`src/rtl/reg_file_arbiter.sv`:
```
// reg_file_arbiter
//   Shares the single-write/X-port + Y-port register file between the CPU
//   control unit and a debug/monitor port. After reset it sweeps every
//   register to zero, then muxes the X/write port: the CPU wins by default,
//   but a debug request that has been denied STARVE_LIMIT consecutive cycles
//   is forced through and the CPU is stalled for that one cycle.
//
// Ports
//   CLK, RST                      clock, synchronous active-high reset
//   CPU_ADRX/ADRY/DIN/WR/ACTIVE   CPU side of the register file
//   CPU_STALL                     CPU must hold its instruction this cycle
//   DBG_REQ/WE/ADR/WDATA          debug request, held until DBG_GNT
//   DBG_GNT                       debug access performed this cycle
//   DBG_RDATA, DBG_VALID          read data / completion pulse, cycle after grant
//   RF_ADRX/ADRY/DIN/WR           to the register file
//   RF_DX                         register file async read of RF_ADRX
//   INIT_DONE                     sweep complete
//
// state  | meaning
// -------+-----------------------------------------------------------
// S_INIT | zero sweep in progress, one register per cycle, CPU stalled
// S_RUN  | normal arbitration between CPU and debug port

module reg_file_arbiter #(
    parameter int DATA_W       = 8,
    parameter int ADDR_W       = 5,
    parameter int DEPTH        = 32,
    parameter int STARVE_LIMIT = 4
) (
    input  logic              CLK,
    input  logic              RST,
    input  logic [ADDR_W-1:0] CPU_ADRX,
    input  logic [ADDR_W-1:0] CPU_ADRY,
    input  logic [DATA_W-1:0] CPU_DIN,
    input  logic              CPU_WR,
    input  logic              CPU_ACTIVE,
    output logic              CPU_STALL,
    input  logic              DBG_REQ,
    input  logic              DBG_WE,
    input  logic [ADDR_W-1:0] DBG_ADR,
    input  logic [DATA_W-1:0] DBG_WDATA,
    output logic              DBG_GNT,
    output logic [DATA_W-1:0] DBG_RDATA,
    output logic              DBG_VALID,
    output logic [ADDR_W-1:0] RF_ADRX,
    output logic [ADDR_W-1:0] RF_ADRY,
    output logic [DATA_W-1:0] RF_DIN,
    output logic              RF_WR,
    input  logic [DATA_W-1:0] RF_DX,
    output logic              INIT_DONE
);

    localparam int STARVE_W = $clog2(STARVE_LIMIT + 1);
    localparam logic [ADDR_W:0]   SWEEP_LAST = (ADDR_W + 1)'(DEPTH - 1);
    localparam logic [STARVE_W-1:0] STARVE_MAX = STARVE_W'(STARVE_LIMIT);

    typedef enum logic {
        S_INIT = 1'b0,
        S_RUN  = 1'b1
    } state_t;

    state_t              state_q;
    state_t              state_d;
    logic [ADDR_W:0]     sweep_q;
    logic [ADDR_W:0]     sweep_d;
    logic [STARVE_W-1:0] starve_q;
    logic [STARVE_W-1:0] starve_d;
    logic                gnt;

    // Grant is blocked while RST is high so a forced write cannot land
    // in the same cycle the sweep is being restarted.
    assign gnt = (state_q == S_RUN) && !RST && DBG_REQ &&
                 (!CPU_ACTIVE || (starve_q == STARVE_MAX));

    always_ff @(posedge CLK) begin
        if (RST) begin
            state_q   <= S_INIT;
            sweep_q   <= '0;
            starve_q  <= '0;
            DBG_RDATA <= '0;
            DBG_VALID <= 1'b0;
        end else begin
            state_q   <= state_d;
            sweep_q   <= sweep_d;
            starve_q  <= starve_d;
            DBG_VALID <= gnt;
            if (gnt && !DBG_WE) begin
                DBG_RDATA <= RF_DX;
            end
        end
    end

    always_comb begin
        state_d  = state_q;
        sweep_d  = sweep_q;
        starve_d = '0;

        case (state_q)
            S_INIT: begin
                sweep_d = sweep_q + 1'b1;
                if (sweep_q == SWEEP_LAST) begin
                    state_d = S_RUN;
                end
            end
            S_RUN: begin
                // A request still held after its grant counts as a new
                // request, so the count restarts from zero.
                if (DBG_REQ && !gnt) begin
                    if (CPU_ACTIVE && (starve_q != STARVE_MAX)) begin
                        starve_d = starve_q + 1'b1;
                    end else begin
                        starve_d = starve_q;
                    end
                end
            end
            default: begin
                state_d = S_INIT;
                sweep_d = '0;
            end
        endcase
    end

    always_comb begin
        RF_ADRX   = CPU_ADRX;
        RF_ADRY   = CPU_ADRY;
        RF_DIN    = CPU_DIN;
        RF_WR     = 1'b0;
        CPU_STALL = 1'b1;
        DBG_GNT   = gnt;
        INIT_DONE = 1'b0;

        if (!RST) begin
            case (state_q)
                S_INIT: begin
                    RF_ADRX = sweep_q[ADDR_W-1:0];
                    RF_DIN  = '0;
                    RF_WR   = 1'b1;
                end
                S_RUN: begin
                    INIT_DONE = 1'b1;
                    if (gnt) begin
                        RF_ADRX   = DBG_ADR;
                        RF_DIN    = DBG_WDATA;
                        RF_WR     = DBG_WE;
                        CPU_STALL = CPU_ACTIVE;
                    end else begin
                        RF_WR     = CPU_WR;
                        CPU_STALL = 1'b0;
                    end
                end
                default: begin
                    RF_WR = 1'b0;
                end
            endcase
        end
    end

endmodule

```
`config.mk`:
```
export PLATFORM = sky130hd
export DESIGN_NAME = reg_file_arbiter
export DESIGN_NICKNAME = d
export VERILOG_FILES = /design/src/rtl/reg_file_arbiter.sv
export SDC_FILE = /design/constraint.sdc
export NUM_CORES = 1
export LEC_CHECK = 0
export CAP_MARGIN = 10
export CELL_PAD_IN_SITES_DETAIL_PLACEMENT = 1
export CELL_PAD_IN_SITES_GLOBAL_PLACEMENT = 1
export CORE_UTILIZATION = 25
export DETAILED_ROUTE_END_ITERATION = 10
export GPL_TIMING_DRIVEN = 1
export PLACE_DENSITY = 0.79
export SYNTH_ARGS = -nofsm -noshare
export SYNTH_HDL_FRONTEND = slang
export SYNTH_SLANG_ARGS = --single-unit
```
`constraint.sdc`:
```
create_clock -name CLK -period 1.6 [get_ports CLK]
set_input_delay 0.24 -clock CLK [delete_from_list [all_inputs] [get_ports CLK]]
set_output_delay 0.24 -clock CLK [all_outputs]
set_load 0.005 [all_outputs]
```
==> results <==
synthesized netlist by cell type:
master                     instances
sky130_fd_sc_hd__a21bo_2           1
sky130_fd_sc_hd__and3b_1           1
sky130_fd_sc_hd__mux2i_1           1
sky130_fd_sc_hd__nor2_1           11
sky130_fd_sc_hd__nand2_1          22
sky130_fd_sc_hd__buf_4             6
sky130_fd_sc_hd__o21a_1            1
sky130_fd_sc_hd__o21ai_0           4
sky130_fd_sc_hd__mux2_2            8
sky130_fd_sc_hd__nand3_1          13
sky130_fd_sc_hd__nand3b_4          1
sky130_fd_sc_hd__xnor2_1           2
sky130_fd_sc_hd__a32oi_1           1
sky130_fd_sc_hd__nor3_1            1
sky130_fd_sc_hd__nor3_4            1
sky130_fd_sc_hd__nor2b_1          10
sky130_fd_sc_hd__a21oi_1           2
sky130_fd_sc_hd__nand4b_1          2
sky130_fd_sc_hd__a31oi_1           1
sky130_fd_sc_hd__a22oi_1           4
sky130_fd_sc_hd__inv_1             3
sky130_fd_sc_hd__or3_1             2
sky130_fd_sc_hd__ha_1              3
sky130_fd_sc_hd__xor2_1            3
sky130_fd_sc_hd__buf_1             1
sky130_fd_sc_hd__or2b_1            1
sky130_fd_sc_hd__and3_1            1
sky130_fd_sc_hd__dfxtp_1          19
sky130_fd_sc_hd__nand4_1           1
sky130_fd_sc_hd__buf_2             5
sky130_fd_sc_hd__o211ai_1         11
sky130_fd_sc_hd__clkbuf_1          2
sky130_fd_sc_hd__a21boi_2          1
what timing repair did:
item                       4_1_cts  5_1_grt
setup buffers                    8        0
gates cloned                     1        0
pin swaps                       20       12
gates resized for setup         98        8
setup endpoints to repair       25       23
cell usage in the layout, fill, tap and decap left out, types with 2 or more instances in the layout:
cell type,Yosys,final
sky130_fd_sc_hd__a21oi_1,2,2
sky130_fd_sc_hd__a22oi_1,4,4
sky130_fd_sc_hd__buf_2,5,15
sky130_fd_sc_hd__buf_4,6,18
sky130_fd_sc_hd__buf_6,0,9
sky130_fd_sc_hd__clkbuf_8,0,3
sky130_fd_sc_hd__clkdlybuf4s50_1,0,45
sky130_fd_sc_hd__dfxtp_1,19,16
sky130_fd_sc_hd__dfxtp_2,0,3
sky130_fd_sc_hd__dlygate4sd2_1,0,4
sky130_fd_sc_hd__ha_1,3,2
sky130_fd_sc_hd__inv_2,0,2
sky130_fd_sc_hd__mux2_2,8,8
sky130_fd_sc_hd__nand2_1,22,22
sky130_fd_sc_hd__nand3_1,13,2
sky130_fd_sc_hd__nand3_2,0,11
sky130_fd_sc_hd__nand4b_1,2,2
sky130_fd_sc_hd__nor2_1,11,10
sky130_fd_sc_hd__nor2b_1,10,9
sky130_fd_sc_hd__o211ai_1,11,11
sky130_fd_sc_hd__o21ai_0,4,2
sky130_fd_sc_hd__o21ai_2,0,2
sky130_fd_sc_hd__or3_1,2,2
sky130_fd_sc_hd__xnor2_1,2,2
sky130_fd_sc_hd__xor2_1,3,3
sequential cells by signal, indices dropped and copies added, names as in the netlist:
register / cells
DBG_VALID: 1
state_q: 1
starve_q: 3
sweep_q: 6
DBG_RDATA: 8
kinds of logic (layout without fill, tap and decap cells):
| group | count (synthesis) | in the layout | synth area share (%) |
|---|---|---|---|
| fa+ha+maj | 3 | 3 | 3.148 |
| mux | 9 | 9 | 8.395 |
| buf+inv | 17 | 100 | 7.764 |
| xor+xnor | 5 | 5 | 3.673 |
| flops | 19 | 19 | 31.90 |
| compound gates | 26 | 26 | 15.64 |
| simple gates | 67 | 67 | 29.49 |
metal layers:
metal | up-vias | global-route usage, % | wire (um)
met3 | 8 | 3.419 | 300
met5 | - | 0 | 0
met4 | 0 | 6.444 | 55
met1 | 641 | 20.56 | 1761
met2 | 48 | 31.52 | 2093
li1 | 674 | - | -
stage by stage:
stage	setup TNS [ns]	cells	instance area [sq um]	setup slack, ns
floorplan	0	146	1192	0.01806
global placement	-10.55	270	1997	-0.5735
detailed placement	-11.66	270	1997	-0.6259
CTS	-1.774	281	2127	-0.1555
global route	-2.603	281	2167	-0.2168
finish	-1.507	281	2167	-0.1342
report_power, final:
part	switching, mW	internal (mW)	total [mW]
clock network	0.159	0.173	0.332
registers	0.00491	0.479	0.484
logic	0.0912	0.147	0.238
worst min-delay path by stage:
stage / endpoint / start / cells past startpoint / slack, ns
3_5_place_dp: RF_ADRY[0] / CPU_ADRY[0] / 0 / 0.48
2_1_floorplan: DBG_RDATA[0]$_SDFFE_PP0P_ / RF_DX[0] / 1 / 0.39
3_3_place_gp: sweep_q[5]$_SDFFE_PP0N_ / sweep_q[5]$_SDFFE_PP0N_ / 2 / 0.47
5_1_grt: RF_ADRY[2] / CPU_ADRY[2] / 0 / 0.48
6_report: RF_ADRY[0] / CPU_ADRY[0] / 0 / 0.48
4_1_cts: RF_ADRY[0] / CPU_ADRY[0] / 0 / 0.48
final cells by class:
type	instances	area [sq um]
Tap cell	52	65.06
Sequential cell	19	384.1
Fill cell	543	2307
Timing Repair Buffer	93	828.3
Clock inverter	1	5.005
Multi-Input combinational cell	110	832.0
Inverter	3	11.26
Clock buffer	3	41.29
==> out/qor_table.md <==
| Parameter | Reported |
|---|---|
| Largest area contributor in the synthesized netlist | sky130_fd_sc_hd__dfxtp_1 |
| Per-instance average area after synthesis | 8.167 sq um |
| DR WL/cell | 14.98 um |
| Final setup violation count | 15 |
| Vias after detailed routing | 1,371 |
| Highest Clock Rate | 576.6 MHz |
| Number of global-route vias before repair | 1,501 |
| Area share of the leading cell type in the synthesized netlist | 31.90% |
| Leading post-synthesis cells by cell area | sky130_fd_sc_hd__dfxtp_1, sky130_fd_sc_hd__mux2_2, sky130_fd_sc_hd__nand2_1, sky130_fd_sc_hd__o211ai_1, sky130_fd_sc_hd__nand3_1 |
| Top-Level Pins | 76 |
| First-pass GRT wire length | 7003 um |
| Layout Area Growth over Synthesis | 81.74% |
| Clock slew at the register clock pins of the worst setup and hold paths | 0.07 ns |
| Pin count of the biggest net entering global routing | 18 |
| Vias per cell | 4.879 |
| Pins over their slew limit | 0 |
| Setup slack of the worst register-to-register path | 0.07 ns |
| Final Wtd Congestion | 0.7566 |
| Critical-path top delay cell | sky130_fd_sc_hd__dfxtp_2 |
| Path depth of the worst reg2reg path | 6 |
| Ordered cell list for the critical path | inv_2, ha_4, a21boi_4, buf_6, o21ai_2, a31oi_1, buf_2 |
| Hold WS | 0.4800 ns |
| Post-layout net count | 278 |
| Effective utilization at floorplan | 26.65% |
| Power density relative to cell area | 486.4 nW/um^2 |
| Outcome | complete, but fails checks |
| Endpoint of the most critical setup path | RF_ADRX[0] |
| Hold WC Path Type | in -> out |
| Syn nets | 194 |
| Die width | 71.06 um |
| Unrepaired setup endpoints after global routing | yes |
| Critical Path Stages | 7 |
| Critical path class | reg -> out |
| Total Power Consumption | 1.054 mW |
| TritonCTS clock tree | built |
| Utilization of the core after routing | 48.43% |
| Leakage dissipation | 0.8887 nW |
| Root buffer selected by CTS | sky130_fd_sc_hd__clkbuf_8 |
| Share of the cycle needed by the critical path after routing | 108.4% |
| Detailed-route DRC error count | 9 |
| Count of port buffers added during placement | 65 |
| Number of hold buffers added after CTS | 0 |
| Worst R2R Start | state_q$_SDFF_PP0_ |
| Slew @ Worst Pin | 0.3043 ns |
| Yosys warnings | 0 |
| Die area | 5050 sq um |
| Count of antenna diodes in the layout | 0 |
| Failing checks | DRC, setup timing |
| Max-capacitance violation count | 0 |
| Buf+Inv Stages, Crit Path | 3 |
| Type of element capturing the critical path | output pin |
| Total number of clock tree sinks | 19 |
| Ratio of cells with drive above 1 in the final layout | 36.68% |
| Critical path fanouts, max | 5 |
| Half-perimeter wire length of the detailed placement result | 3047 um |
| Clock latency of the later-clocked register in the worst-skew pair | 0.25 ns |
| Post-Route WL | 4209 um |
| Data arrival time of the critical path | 1.49 ns |
| Peak supply drop | 296.3 uV |
| All-layer global routing usage | 17.51% |
| Global-route congestion overflow total | 0 |
| Worst setup path startpoint | starve_q[1]$_SDFFE_PP0P_ |
| Max stage delay on crit path | 0.34 ns |
| R2r endpoint | DBG_RDATA[5]$_SDFFE_PP0P_ |
| Starting DRT DRC Count | 67 |
| Level count of the clock H-tree | 1 |
| TritonRoute pass-1 iters | 7 |
| Antenna violations before repair | 0 |
| Crit start category | register |
| Final worst path period need | 1.734 ns |
| Category of cells accounting for the largest share of critical-path delay | compound AO/OA/AOI/OAI gates |
| Crit path required time | 1.36 ns |
| Flops & latches, synth | 19 |
| Number of nets still failing antenna checks after routing | 0 |
| Number of placement rows | 24 |
| Core box area | 4474 sq um |
| Post-route worst setup slack | -0.1342 ns |
| Worst-case clock skew | 0.004156 ns |
| Relative slew margins | 79.64% |
| Die Span Y | 71.06 um |
| Post-synthesis cell count | 146 |
| Maximum buffer depth of the clock tree | 2 |
| Count of unique library cells instantiated by Yosys | 33 |
| TritonCTS Buffers | 3 |
| Sequential area share after synthesis | 31.90% |
| Final hold violation count | 0 |
| Combined area of all synthesized cells | 1192 sq um |
Power figures use the tool's default switching activity.
==> variant, RTL diff (config.mk and constraints unchanged) <==
Set the parameter `ADDR_W` to 4 (it was 5).
--- a/src/rtl/reg_file_arbiter.sv
+++ b/src/rtl/reg_file_arbiter.sv
@@ -23,7 +23,7 @@
 
 module reg_file_arbiter #(
     parameter int DATA_W       = 8,
-    parameter int ADDR_W       = 5,
+    parameter int ADDR_W       = 4,
     parameter int DEPTH        = 32,
     parameter int STARVE_LIMIT = 4
 ) (
Interface: changed (5 resized); port bits go from 76 to 71. The function was not compared with the original's and may differ.
==> variant against the unedited design <==
- the run ends with setup timing left
- sequential power down 5.2%
- power up 2.9%
- maximum frequency down 12%
- count of clock-buffer cells in the layout up 1
- design area down 7.0%
- synthesized area down 10%
- sequential cell count down 1
- die area down 9.7%
- wire length down 4.6%
- final cell count down 10%
- sequential share of layout area up 0.47 points
- worst setup slack worse by 240 ps
- register-to-register slack about the same
==> variant: results (changes against the unedited design) <==
metric,value,unit,change
outcome,"complete, but fails checks",,unchanged
violations,setup timing,,"was DRC, setup timing"
power_clock,381,µW,was 332 µW
synth.area.top_cells,"dfxtp_1 34%, mux2_2 9.4%, nor2b_1 5.8%",,"was dfxtp_1 32%, mux2_2 7.6%, nand2_1 6.9%"
cp_max_fo,4,,was 5
dr_wl_met3,376,µm,was 300 µm
ys_types,30,,was 33
setup-violations-final,14,,was 15
nets,249,,was 278
drtIter0Drc,11,,was 67
fill_cells,485,,was 543
worstPathArrival,1730,ps,was 1490 ps
wl_met2,2160,µm,was 2093 µm
fin_tns_setup,-3521,ps,was -1507 ps
reg_top3,"DBG_RDATA x8, sweep_q x5, starve_q x3",,"was DBG_RDATA x8, sweep_q x6, starve_q x3"
grt_pass1_wl,6354,µm,was 7003 µm
setup_ws,-370.9,ps,was -134.2 ps
comb-power,245,µW,was 238 µW
gr-usage-met3,0.04899,,was 0.03419
synth-seq-area-share,0.3357,,was 0.3190
hpwl,3051,µm,was 3047 µm
worstMarginPinSlew,218.7,ps,was 304.3 ps
ir_drop,382.2,µV,was 296.3 µV
num_vias,1190,,was 1371
first_global_vias,1327,,was 1501
leakage,0.8991,nW,was 0.8887 nW
layout-drive-gt1-share,0.4059,,was 0.3668
ys_top_cells_by_count,"18 x dfxtp_1, 12 x nor2_1, 10 x nor2b_1",,"was 22 x nand2_1, 19 x dfxtp_1, 13 x nand3_1"
grt_max_degree,19,,was 18
io_buffers,62,,was 65
p_int,832.9,µW,was 799.0 µW
met1_length,1440,µm,was 1761 µm
firstDrtPassIters,2,,was 7
synth_nets,159,,was 194
grt.overflow.total,0,,unchanged
grt_use_met1,0.1911,,was 0.2056
gp_congestion,0.7030,,was 0.7566
grt_use_total,0.1905,,was 0.1751
wl_per_cell,15.93,µm,was 14.98 µm
finClkSkew,2.342,ps,was 4.156 ps
## variant: kinds of logic after synthesis
logic type | synth area share
AO/OA/AOI/OAI | 0.1632
XOR/XNOR | 0.03264
adder cells (fa/ha/maj) | 0.04662
buffers and inverters | 0.07925
flip-flops | 0.3357
multiplexers | 0.1270
AND/OR/NAND/NOR | 0.2156
## variant: cell type report
| cell class | instances | area share |
|---|---|---|
| Inverter | 3 | 0.005590 |
| Sequential cell | 18 | 0.1820 |
| Multi-Input combinational cell | 81 | 0.3360 |
| Clock buffer | 4 | 0.02733 |
| Tap cell | 50 | 0.03106 |
| Timing Repair Buffer | 96 | 0.4180 |
## variant: timing repair
action | in CTS | in global routing
buffers inserted | 17 | 3
pin swaps | 14 | 11
gates resized for setup | 84 | 7
endpoints found under the setup margin | 24 | 23
## variant: metrics by stage
stage | hold WS [ps] | worst slack, ps | total power [mW] | cells | instance area [µm²]
2_1_floorplan | 385.7 | 4.107 | 0.5451 | 113 | 1079
3_3_place_gp | 474.8 | -605.1 | 0.6986 | 232 | 1823
3_5_place_dp | 480.1 | -704.6 | 0.7082 | 232 | 1823
4_1_cts | 480.1 | -439.3 | 1.096 | 253 | 2007
5_1_grt | 480.0 | -470.8 | 1.138 | 252 | 2014
6_report | 480.0 | -370.9 | 1.085 | 252 | 2014
## variant: worst paths after layout
kind | from | end | slack, ps | depth (start not counted)
setup / recovery | starve_q[1] | RF_DIN[5] | -370 | 9
hold / removal | CPU_ADRY[1] | RF_ADRY[1] | 480 | 0
setup reg to reg | starve_q[0] | DBG_RDATA[6] | 70 | 7
hold reg to reg | sweep_q[4] | sweep_q[4] | 520 | 2
